==> config.mk <==
export PLATFORM = sky130hd
export DESIGN_NAME = mem_port_arbiter_flat
export DESIGN_NICKNAME = d
export VERILOG_FILES = /design/src/rtl/mem_port_arbiter_if.sv /design/src/rtl/mem_port_arbiter.sv /design/src/flat_wrapper.sv
export SDC_FILE = /design/constraint.sdc
export NUM_CORES = 1
export LEC_CHECK = 0
export ABC_AREA = 1
export BUFFER_PORTS_ARGS = -buffer_cell sky130_fd_sc_hd__buf_2
export CORE_ASPECT_RATIO = 0.6
export CORE_MARGIN = 10
export CORE_UTILIZATION = 45
export CTS_CLUSTER_DIAMETER = 40
export CTS_CLUSTER_SIZE = 10
export DETAILED_ROUTE_END_ITERATION = 12
export HOLD_SLACK_MARGIN = 0.02
export PLACE_DENSITY = 0.82
export SYNTH_ARGS = -nofsm -noshare
export SYNTH_HDL_FRONTEND = slang
export SYNTH_SLANG_ARGS = --single-unit
==> constraint.sdc <==
create_clock -name clk -period 1.8 [get_ports clk]
set_input_delay 0.09 -clock clk [delete_from_list [all_inputs] [get_ports clk]]
set_output_delay 0.09 -clock clk [all_outputs]
set_load 0.005 [all_outputs]
==> src/rtl/mem_port_arbiter_if.sv <==
// Bundle of the fetch port, data port and memory-controller bus seen by mem_port_arbiter.
// master is the arbiter's view; slave is the CPU/memory environment's view.
interface mem_port_arbiter_if;
    logic        i_req;
    logic [31:0] i_adr;
    logic        i_ack;
    logic [31:0] i_rdata;
    logic        i_err;
    logic        d_req;
    logic        d_we;
    logic [31:0] d_adr;
    logic [31:0] d_wdata;
    logic        d_ack;
    logic [31:0] d_rdata;
    logic        d_err;
    logic        mem_cs;
    logic        mem_wren;
    logic [31:0] mem_adr;
    logic [31:0] mem_wdata;
    logic [31:0] mem_rdata;
    logic        mem_rdy;
    logic        mem_error;

    modport master (
        input  i_req, i_adr, d_req, d_we, d_adr, d_wdata, mem_rdata, mem_rdy, mem_error,
        output i_ack, i_rdata, i_err, d_ack, d_rdata, d_err, mem_cs, mem_wren, mem_adr, mem_wdata
    );
    modport slave (
        output i_req, i_adr, d_req, d_we, d_adr, d_wdata, mem_rdata, mem_rdy, mem_error,
        input  i_ack, i_rdata, i_err, d_ack, d_rdata, d_err, mem_cs, mem_wren, mem_adr, mem_wdata
    );
endinterface

==> src/rtl/mem_port_arbiter.sv <==
// Serialises the CPU fetch and data ports onto one memory bus, with misalignment
// and timeout detection. One transfer in flight: IDLE -> ISSUE -> WAIT -> DONE.
module mem_port_arbiter #(
    parameter int TIMEOUT_CYCLES  = 256,
    parameter int DATA_STREAK_MAX = 4
) (
    input logic clk,
    input logic rst,
    mem_port_arbiter_if.master bus
);
    localparam int TW = $clog2(TIMEOUT_CYCLES + 1);
    localparam int SW = $clog2(DATA_STREAK_MAX + 1);

    typedef enum logic [1:0] {IDLE, ISSUE, WAIT, DONE} state_t;

    state_t        state, state_n;
    logic          cs, cs_n, wren, wren_n, gnt_d, gnt_d_n, err, err_n;
    logic [31:0]   adr, adr_n, wdata, wdata_n, rdata, rdata_n;
    logic [SW-1:0] streak, streak_n;
    logic [TW-1:0] tcnt, tcnt_n;
    logic          pick_i, ack_i, ack_d;
    logic [31:0]   sel_adr;

    always_ff @(posedge clk or negedge rst) begin
        if (!rst) begin
            state  <= IDLE;
            cs     <= 1'b0;
            wren   <= 1'b0;
            gnt_d  <= 1'b0;
            err    <= 1'b0;
            adr    <= '0;
            wdata  <= '0;
            rdata  <= '0;
            streak <= '0;
            tcnt   <= '0;
        end else begin
            state  <= state_n;
            cs     <= cs_n;
            wren   <= wren_n;
            gnt_d  <= gnt_d_n;
            err    <= err_n;
            adr    <= adr_n;
            wdata  <= wdata_n;
            rdata  <= rdata_n;
            streak <= streak_n;
            tcnt   <= tcnt_n;
        end
    end

    // Fetch wins only when data has had its full streak, or data is not asking.
    assign pick_i  = bus.i_req && (!bus.d_req || streak == SW'(DATA_STREAK_MAX));
    assign sel_adr = pick_i ? bus.i_adr : bus.d_adr;

    always_comb begin
        state_n  = state;
        cs_n     = cs;
        wren_n   = wren;
        gnt_d_n  = gnt_d;
        err_n    = err;
        adr_n    = adr;
        wdata_n  = wdata;
        rdata_n  = rdata;
        streak_n = streak;
        tcnt_n   = '0;
        case (state)
            IDLE: begin
                if (bus.i_req || bus.d_req) begin
                    gnt_d_n  = !pick_i;
                    adr_n    = sel_adr;
                    wdata_n  = pick_i ? 32'h0 : bus.d_wdata;
                    err_n    = 1'b0;
                    rdata_n  = '0;
                    if (pick_i)
                        streak_n = '0;
                    else if (streak != SW'(DATA_STREAK_MAX))
                        streak_n = streak + SW'(1);
                    if (sel_adr[1:0] != 2'b00) begin
                        // Misaligned: complete with error without touching the bus.
                        err_n   = 1'b1;
                        wren_n  = 1'b0;
                        state_n = DONE;
                    end else begin
                        cs_n    = 1'b1;
                        wren_n  = !pick_i && bus.d_we;
                        state_n = ISSUE;
                    end
                end
            end
            ISSUE: begin
                if (bus.mem_error) begin
                    cs_n    = 1'b0;
                    wren_n  = 1'b0;
                    err_n   = 1'b1;
                    state_n = DONE;
                end else begin
                    state_n = WAIT;
                end
            end
            WAIT: begin
                tcnt_n = tcnt + TW'(1);
                if (bus.mem_rdy) begin
                    cs_n    = 1'b0;
                    wren_n  = 1'b0;
                    tcnt_n  = '0;
                    state_n = DONE;
                    if (bus.mem_error)
                        err_n = 1'b1;
                    else if (!wren)
                        rdata_n = bus.mem_rdata;
                end else if (tcnt == TW'(TIMEOUT_CYCLES - 1)) begin
                    cs_n    = 1'b0;
                    wren_n  = 1'b0;
                    err_n   = 1'b1;
                    tcnt_n  = '0;
                    state_n = DONE;
                end
            end
            DONE: state_n = IDLE;
            default: state_n = IDLE;
        endcase
    end

    assign ack_i = (state == DONE) && !gnt_d;
    assign ack_d = (state == DONE) && gnt_d;

    assign bus.i_ack     = ack_i;
    assign bus.i_err     = ack_i && err;
    assign bus.i_rdata   = ack_i ? rdata : 32'h0;
    assign bus.d_ack     = ack_d;
    assign bus.d_err     = ack_d && err;
    assign bus.d_rdata   = ack_d ? rdata : 32'h0;
    assign bus.mem_cs    = cs;
    assign bus.mem_wren  = wren;
    assign bus.mem_adr   = adr;
    assign bus.mem_wdata = wdata;
endmodule

==> src/flat_wrapper.sv <==
// flat-port wrapper written by rule: the top's interface ports become plain ports
module mem_port_arbiter_flat 
#(
    parameter int TIMEOUT_CYCLES  = 256,
    parameter int DATA_STREAK_MAX = 4
)
  (clk, rst, bus_i_req, bus_i_adr, bus_d_req, bus_d_we, bus_d_adr, bus_d_wdata, bus_mem_rdata, bus_mem_rdy, bus_mem_error, bus_i_ack, bus_i_rdata, bus_i_err, bus_d_ack, bus_d_rdata, bus_d_err, bus_mem_cs, bus_mem_wren, bus_mem_adr, bus_mem_wdata);
  mem_port_arbiter_if bus_i ();
  input logic clk;
  input logic rst;
  input wire logic [$bits(bus_i.i_req)-1:0] bus_i_req;
  input wire logic [$bits(bus_i.i_adr)-1:0] bus_i_adr;
  input wire logic [$bits(bus_i.d_req)-1:0] bus_d_req;
  input wire logic [$bits(bus_i.d_we)-1:0] bus_d_we;
  input wire logic [$bits(bus_i.d_adr)-1:0] bus_d_adr;
  input wire logic [$bits(bus_i.d_wdata)-1:0] bus_d_wdata;
  input wire logic [$bits(bus_i.mem_rdata)-1:0] bus_mem_rdata;
  input wire logic [$bits(bus_i.mem_rdy)-1:0] bus_mem_rdy;
  input wire logic [$bits(bus_i.mem_error)-1:0] bus_mem_error;
  output wire logic [$bits(bus_i.i_ack)-1:0] bus_i_ack;
  output wire logic [$bits(bus_i.i_rdata)-1:0] bus_i_rdata;
  output wire logic [$bits(bus_i.i_err)-1:0] bus_i_err;
  output wire logic [$bits(bus_i.d_ack)-1:0] bus_d_ack;
  output wire logic [$bits(bus_i.d_rdata)-1:0] bus_d_rdata;
  output wire logic [$bits(bus_i.d_err)-1:0] bus_d_err;
  output wire logic [$bits(bus_i.mem_cs)-1:0] bus_mem_cs;
  output wire logic [$bits(bus_i.mem_wren)-1:0] bus_mem_wren;
  output wire logic [$bits(bus_i.mem_adr)-1:0] bus_mem_adr;
  output wire logic [$bits(bus_i.mem_wdata)-1:0] bus_mem_wdata;
  assign bus_i.i_req = bus_i_req;
  assign bus_i.i_adr = bus_i_adr;
  assign bus_i.d_req = bus_d_req;
  assign bus_i.d_we = bus_d_we;
  assign bus_i.d_adr = bus_d_adr;
  assign bus_i.d_wdata = bus_d_wdata;
  assign bus_i.mem_rdata = bus_mem_rdata;
  assign bus_i.mem_rdy = bus_mem_rdy;
  assign bus_i.mem_error = bus_mem_error;
  assign bus_i_ack = bus_i.i_ack;
  assign bus_i_rdata = bus_i.i_rdata;
  assign bus_i_err = bus_i.i_err;
  assign bus_d_ack = bus_i.d_ack;
  assign bus_d_rdata = bus_i.d_rdata;
  assign bus_d_err = bus_i.d_err;
  assign bus_mem_cs = bus_i.mem_cs;
  assign bus_mem_wren = bus_i.mem_wren;
  assign bus_mem_adr = bus_i.mem_adr;
  assign bus_mem_wdata = bus_i.mem_wdata;
  mem_port_arbiter #(.TIMEOUT_CYCLES(TIMEOUT_CYCLES), .DATA_STREAK_MAX(DATA_STREAK_MAX)) u_core (.clk(clk), .rst(rst), .bus(bus_i));
endmodule
==> summary.txt, run 1 <==
Status
  • Status: completed

Worst setup path
  • Crit-path slowest cell: dfrtp_1
  • Crit. End Element: register
  • Slowest stage delay, CP: 0.43 ns
  • WP data required: between 2 and 2.5 ns
  • Arr. time, crit path: 2.08 ns
  • Crit path launch type: register
  • CP Max Fanout: 32
  • CP cell instances: inv_1 > ha_4 > nand2_2 > a21oi_4 > clkbuf_16 > nand3_1 > o21ai_0
  • CP Class: reg2reg

Global routing
  • Initial antenna violation count: 3
  • GRT Overall Usage: 0.267
  • Pin count of the biggest net entering global routing: 65
  • GRT overflow: 0
  • Global-route wire length before repair: ~36 mm
  • Vias in the first global route: about 6500

Yosys
  • Synth top cells by count: nand2_1, nor2_1, dfrtp_1, nand3_1, a21oi_1
  • Synth Net Count: roughly 800
  • Largest cells by area after synthesis: dfrtp_1, nand2_1, nor2_1
  • Post-synth ARST share: 1.00
  • Synth Warn #: 0
  • Syn Area/Cell: 8.01 sq um
  • Synth unique cells: 22
  • Count leader, synth: nand2_1
  • Area leader, netlist: dfrtp_1
  • Post-Synthesis Cell Area: 0.00530 sq mm
  • Yosys top cell area share: 0.538
  • Synth Register Bits: between 100 and 150
  • Mapped Cells: between 600 and 700
  • Top_reg_cell synth: dfrtp_1
  • Sequential share of the synthesized area: 0.538
  • Number of flops mapped to enable cells by yosys: 0

Route
  • Vias: 6453
  • Mean routed wirelength per cell: about 19 um
  • First drt pass iteration count: 6
  • DRT iter0 DRCs: around 650
  • Final WL: ~24 mm
  • DR vias/cell: 5.22
  • DRC: 0
  • DRT antenna net count: 0

Timing
  • Max Clock Freq: between 0.5 and 0.6 GHz
  • Final worst path period share: 0.985
  • Endpoints failing setup: 0
  • Clock Skews: a little under 0.007 ns
  • Hold Fails Final Rpt: 0
  • Minimum clock period: approximately 1.8 ns
  • RSZ-0062 raised after global routing: true
  • Max-slew violation count: 0
  • Relative slew slack: 0.635
  • Worst-Margin Slew: 0.547 ns

Clocking
  • Skew-Pair Late Insertion Delay: 0.40 ns
  • Max clock buf depth: 2
  • Num CTS Buffers: 17
  • Clock sinks: ~110
  • Clk Tree Root Cell: clkbuf_16
  • Post-CTS Setup Inserts: 0
  • H-tree lvl count: 4
  • Clk slew on worst S/H paths: about 0.05 ns
  • CTS tree: built

Floorplan
  • I/O pins: ~270
  • Die footprint: 0.0167 sq mm
  • Die W: 160 um
  • Die Span Y: 104 um
  • Starting Density: 0.465
  • Core footprint: roughly 0.011 sq mm
  • Std cell rows: 30

Pwr
  • VDD IR max: between 800 and 900 uV
  • Pwr per Cell Area: 1470 mW/mm^2
  • Leakage: approximately 0.0046 uW

Placement
  • Cell Area, Placed: slightly below 0.007 sq mm
  • Port bufs: between 200 and 300
  • Final weighted congestion in routability-driven placement: ~0.85
  • Detailed placer's ending HPWL: ~14 mm
  • Placed instance count: 1071

Layout
  • Layout area overhead: 66.5%
  • Final instance area: between 0.008 and 0.009 sq mm
  • Share of post-route cells with drive strength above 1: 0.315
  • Final nets: around 1200
  • Layout Cells excl Fill: between 1000 and 1500

Worst hold path
  • Hold WC Path Type: in2reg

Run
  • Max-Cap Viols: 0
-- kinds of logic (layout without fill, tap and decap cells) --
family / after synthesis / count (layout) / synth area share
and+or+nand+nor: 331 / 331 / 0.253
buffers and inverters: 95 / 505 / 0.0774
xor gates and xnor gates: 3 / 3 / 0.00495
other: 0 / 5 / 0
DFF: 114 / 114 / 0.538
adders and majority gates: 8 / 8 / 0.0189
AOI/OAI and AO/OA: 111 / 111 / 0.108
-- placed cells by master (no fill, tap or decap), drive strengths merged --
cell	n
dfrtp	114
diode	5
nand3	71
o21ai	43
nand2	138
xor2	2
dlygate4sd3	127
nor3	2
nor2	118
ha	8
xnor2	1
clkinv	5
buf	288
inv	57
o221ai	1
bufinv	1
a21oi	67
clkinvlp	6
clkbuf	21
nand3b	2
-- area by class of cell --
cell class | count | area (sq um)
fillers | 716 | 2580
well taps | 160 | 200
diodes | 5 | 12.5
inverters | 56 | 210
flip-flops and latches | 114 | 2850
multi-input cells | 453 | 2090
clock buffers | 19 | 443
clock inverters | 13 | 113
repair buffers | 417 | 2910
-- sequential cells by signal (all words and copies together) (netlist names) --
register and count:
u_core.bus.mem_adr 32, u_core.bus.mem_wren 1, u_core.state 2, u_core.streak 3, u_core.rdata 32, u_core.bus.mem_cs 1, u_core.bus.mem_wdata 32, u_core.tcnt 9
u_core.gnt_d 1, u_core.err 1
-- path summary, 6_finish.rpt --
path | slack [ns] | end | depth (start not counted) | startpoint
worst min-delay path | 0.07 | u_core.bus.mem_adr[0] | 5 | bus_d_adr[0]
max in group asynchronous | 0.95 | u_core.rdata[0] | 3 | rst
worst min register to register | 0.47 | u_core.tcnt[0] | 1 | u_core.tcnt[0]
worst max-delay path | 0.03 | u_core.rdata[30] | 7 | u_core.state[1]
min in group asynchronous | 0.23 | u_core.bus.mem_wdata[17] | 2 | rst
worst max register to register | 0.03 | u_core.rdata[30] | 7 | u_core.state[1]
-- repair_timing --
action | 4_1_cts | 5_1_grt
gates cloned | 0 | 2
hold buffers | 126 | 1
resized for setup | 4 | 18
pin swaps | 0 | 2
endpoints found under the hold margin | 132 | 1
setup endpoints to repair | 46 | 128
-- worst max-delay path: cells and delay by family, from the launching register on --
kind / cells / cell delay, ns
buffers and inverters: 2 / 0.43
flip-flops: 1 / 0.43
AO/OA/AOI/OAI: 2 / 0.41
AND/OR/NAND/NOR: 2 / 0.22
adder cells (fa/ha/maj): 1 / 0.18
-- per-stage QoR --
stage	worst slack (ns)	total power, uW	setup TNS (ns)	hold slack [ns]	utilization
after floorplan	0.169	6930	0	-0.206	-
after global routing	-0.0678	13800	-0.239	0.102	0.774
after global placement	0.115	8760	0	0.0967	0.601
after detailed placement	0.0838	8920	0	0.105	0.601
after CTS	-0.00164	12300	-0.00164	0.0210	0.762
final	0.0279	13000	0	0.0716	0.774
-- routing by layer --
layer / vias to the layer above / wire length [um] / GRT usage
met4: 0 / 641 / 0.0907
met5: - / 0 / 0
met3: 52 / 2710 / 0.102
li1: 2906 / - / -
met2: 446 / 11300 / 0.439
met1: 3049 / 8890 / 0.313
-- power breakdown --
| group | leakage, uW | switching, uW | internal [uW] |
|---|---|---|---|
| Sequential | 0.00144 | 583 | 3630 |
| Combinational | 0.00287 | 3430 | 2200 |
| Clock | 0.000257 | 1210 | 1930 |
| Total | 0.00456 | 5220 | 7750 |
Power figures use the tool's default switching activity.
==> run 2, diff against run 1 <==
- SETUP_SLACK_MARGIN: default -> 0.15
==> run 2 against run 1 <==
Sequential share of layout area decreased by 1.1 points. Non-clock buffer count increased by 10. Sequential power increased by 1%. Final cell count increased by 0.73%. Critical path depth decreased by 1. Global-route usage increased by 0.98 points. Combinational power increased by 13%. Total power increased by 5.9%. Worst setup slack improved by 0.063 ns. Hold slack improved by 0.025 ns. Critical path type is now reg2out.
==> summary.txt, run 2 (same netlist as run 1, synthesis figures left out) <==
Worst setup path
  • CP Class: reg2out
  • CP Max Fanout: 12
  • CP Depth: 6
  • Crit path buf inv count: 3
  • Crit. End Element: primary output
  • CP top delay family: buffers and inverters
  • Slowest stage delay, CP: between 0.3 and 0.4 ns
  • CP cell instances: buf_6 > ha_4 > nand2_4 > buf_12 > nor2_1 > buf_2
  • Crit path launch type: register
  • Arr. time, crit path: 1.62 ns
  • Reg2Reg Depth: 7
  • WP data required: about 1.7 ns
  • Crit-path slowest cell: dfrtp_1

Global routing
  • Pin count of the biggest net entering global routing: 52
  • Met3 Use GR: 0.100
  • GRT Max-Usage Layer: met2
  • GRT met2 Usage: 0.452
  • GRT Overall Usage: 0.277
  • Met1 GRT Util: 0.329
  • Initial antenna violation count: 3
  • Vias in the first global route: between 6000 and 7000
  • Global-route wire length before repair: between 30 and 40 mm
  • GRT overflow: 0

Route
  • First drt pass iteration count: 5
  • Final WL: 25.1 mm
  • DRC: 0
  • DRT iter0 DRCs: 702
  • Mean routed wirelength per cell: approximately 20 um
  • DRT antenna net count: 0
  • DR vias/cell: approximately 5.3
  • Vias: ~6600

Pwr
  • Leakage: 0.00468 uW
  • Clock share of power: 0.229
  • VDD IR max: 1020 uV
  • Psw: between 5000 and 6000 uW
  • Sequential share of power: 0.309
  • Int Power: between 8000 and 9000 uW
  • Logic pwr share: 0.462
  • Sw Share: 0.407
  • Pwr per Cell Area: 1500 mW/mm^2

Layout
  • Filler cell count: 670
  • Commonest non-fill, non-tap cell in the layout: buf_2
  • Layout area overhead: 72.5%
  • Commonest cells after routing, fill and taps aside: buf_2, nand2_1, dlygate4sd3_1
  • Share of post-route cells with drive strength above 1: 0.358
  • Final nets: 1212

Floorplan
  • Die footprint: 0.0167 sq mm
  • Die W: between 150 and 200 um
  • Core footprint: 0.0114 sq mm
  • I/O pins: 269
  • Die Span Y: about 100 um
  • Std cell rows: 30
  • Starting Density: 0.465

Clocking
  • H-tree lvl count: 4
  • Clk slew on worst S/H paths: around 0.050 ns
  • Num CTS Buffers: 17
  • Clk Tree Root Cell: clkbuf_16
  • Max clock buf depth: 2
  • Clock sinks: around 110
  • CTS tree: built
  • Skew-Pair Late Insertion Delay: roughly 0.40 ns

Timing
  • Final worst path period share: 0.949
  • Setup tns final: 0 ns
  • Max Clock Freq: slightly below 0.6 GHz
  • Worst Slack Setup Final: between 0.09 and 0.1 ns
  • Endpoints failing setup: 0
  • RSZ-0062 raised after global routing: true
  • Hold Fails Final Rpt: 0
  • Relative slew slack: 0.627
  • Minimum clock period: approximately 1.7 ns
  • Max-slew violation count: 0
  • Worst-Margin Slew: ~0.56 ns
  • Clock Skews: about 0.011 ns

Placement
  • Detailed placer's ending HPWL: between 10 and 15 mm
  • Port bufs: 268
  • Final weighted congestion in routability-driven placement: approximately 0.85
  • Pre-CTS WS: 0.0838 ns

Worst hold path
  • Hold WC Path Type: in2reg
  • Hold Crit Depth: 5

Run
  • Max-Cap Viols: 0

Status
  • Status: completed
## run 2: cell type report
cell class                 count  area, sq um  share of cell area
clock inverter                13          113              0.0123
antenna                        4         10.0             0.00109
clock buffer                  19          443              0.0484
multi-input combinational    453         2240               0.245
tap                          160          200              0.0219
sequential                   114         2850               0.312
inverter                      56          213              0.0232
timing repair buffer         427         3070               0.336
## run 2: repair_timing
item                       CTS  global route
setup endpoints to repair  116           155
cloned                       4             1
buffers inserted             1             6
pin swaps                    2             4
resized for setup           28            65
hold buffers               126             1
hold endpoints to repair   132             1
## run 2: final timing paths
| path | slack [ns] | startpoint | to |
|---|---|---|---|
| max | 0.09 | u_core.state[0] | bus_i_rdata[3] |
| min | 0.1 | bus_d_adr[0] | u_core.bus.mem_adr[0] |
| max reg2reg | 0.11 | u_core.state[1] | u_core.rdata[31] |
| min reg2reg | 0.47 | u_core.bus.mem_wdata[25] | u_core.bus.mem_wdata[25] |
| max in group asynchronous | 0.89 | rst | u_core.bus.mem_wdata[0] |
| min in group asynchronous | 0.27 | rst | u_core.bus.mem_wdata[13] |
## run 2: metal layers
metal | routed length, um | part of all wire | up-vias
li1 | - | - | 2936
met1 | 9360 | 0.37 | 3085
met2 | 12000 | 0.48 | 499
met3 | 2860 | 0.11 | 84
met4 | 866 | 0.035 | 0
met5 | 0 | 0 | -
## run 2: power groups by stage
stage / Combinational [uW] / Sequential (uW) / Clock [uW]
detailed placement: 4780 / 4130 / 0
global route: 6850 / 4340 / 3310
global placement: 4660 / 4100 / 0
finish: 6340 / 4250 / 3140
floorplan: 2770 / 4160 / 0
CTS: 5650 / 4140 / 3170
## run 2: tightest hold or removal path, stage by stage
cell and delay, ns:
buf_2 0.10, inv_1 0.04, nand2_1 0.04, nand2_1 0.08, o21ai_0 0.09
## run 2: through the flow
stage	hold WS (ns)	area (sq um)	std cells	utilization	total power, uW
finish	0.0969	9150	1246	0.802	13700
CTS	0.0210	8900	1234	0.780	13000
detailed placement	0.105	6860	1071	0.601	8920
global route	0.124	9150	1246	0.802	14500
global placement	0.0967	6860	1071	0.601	8760
floorplan	-0.206	5300	662	-	6930
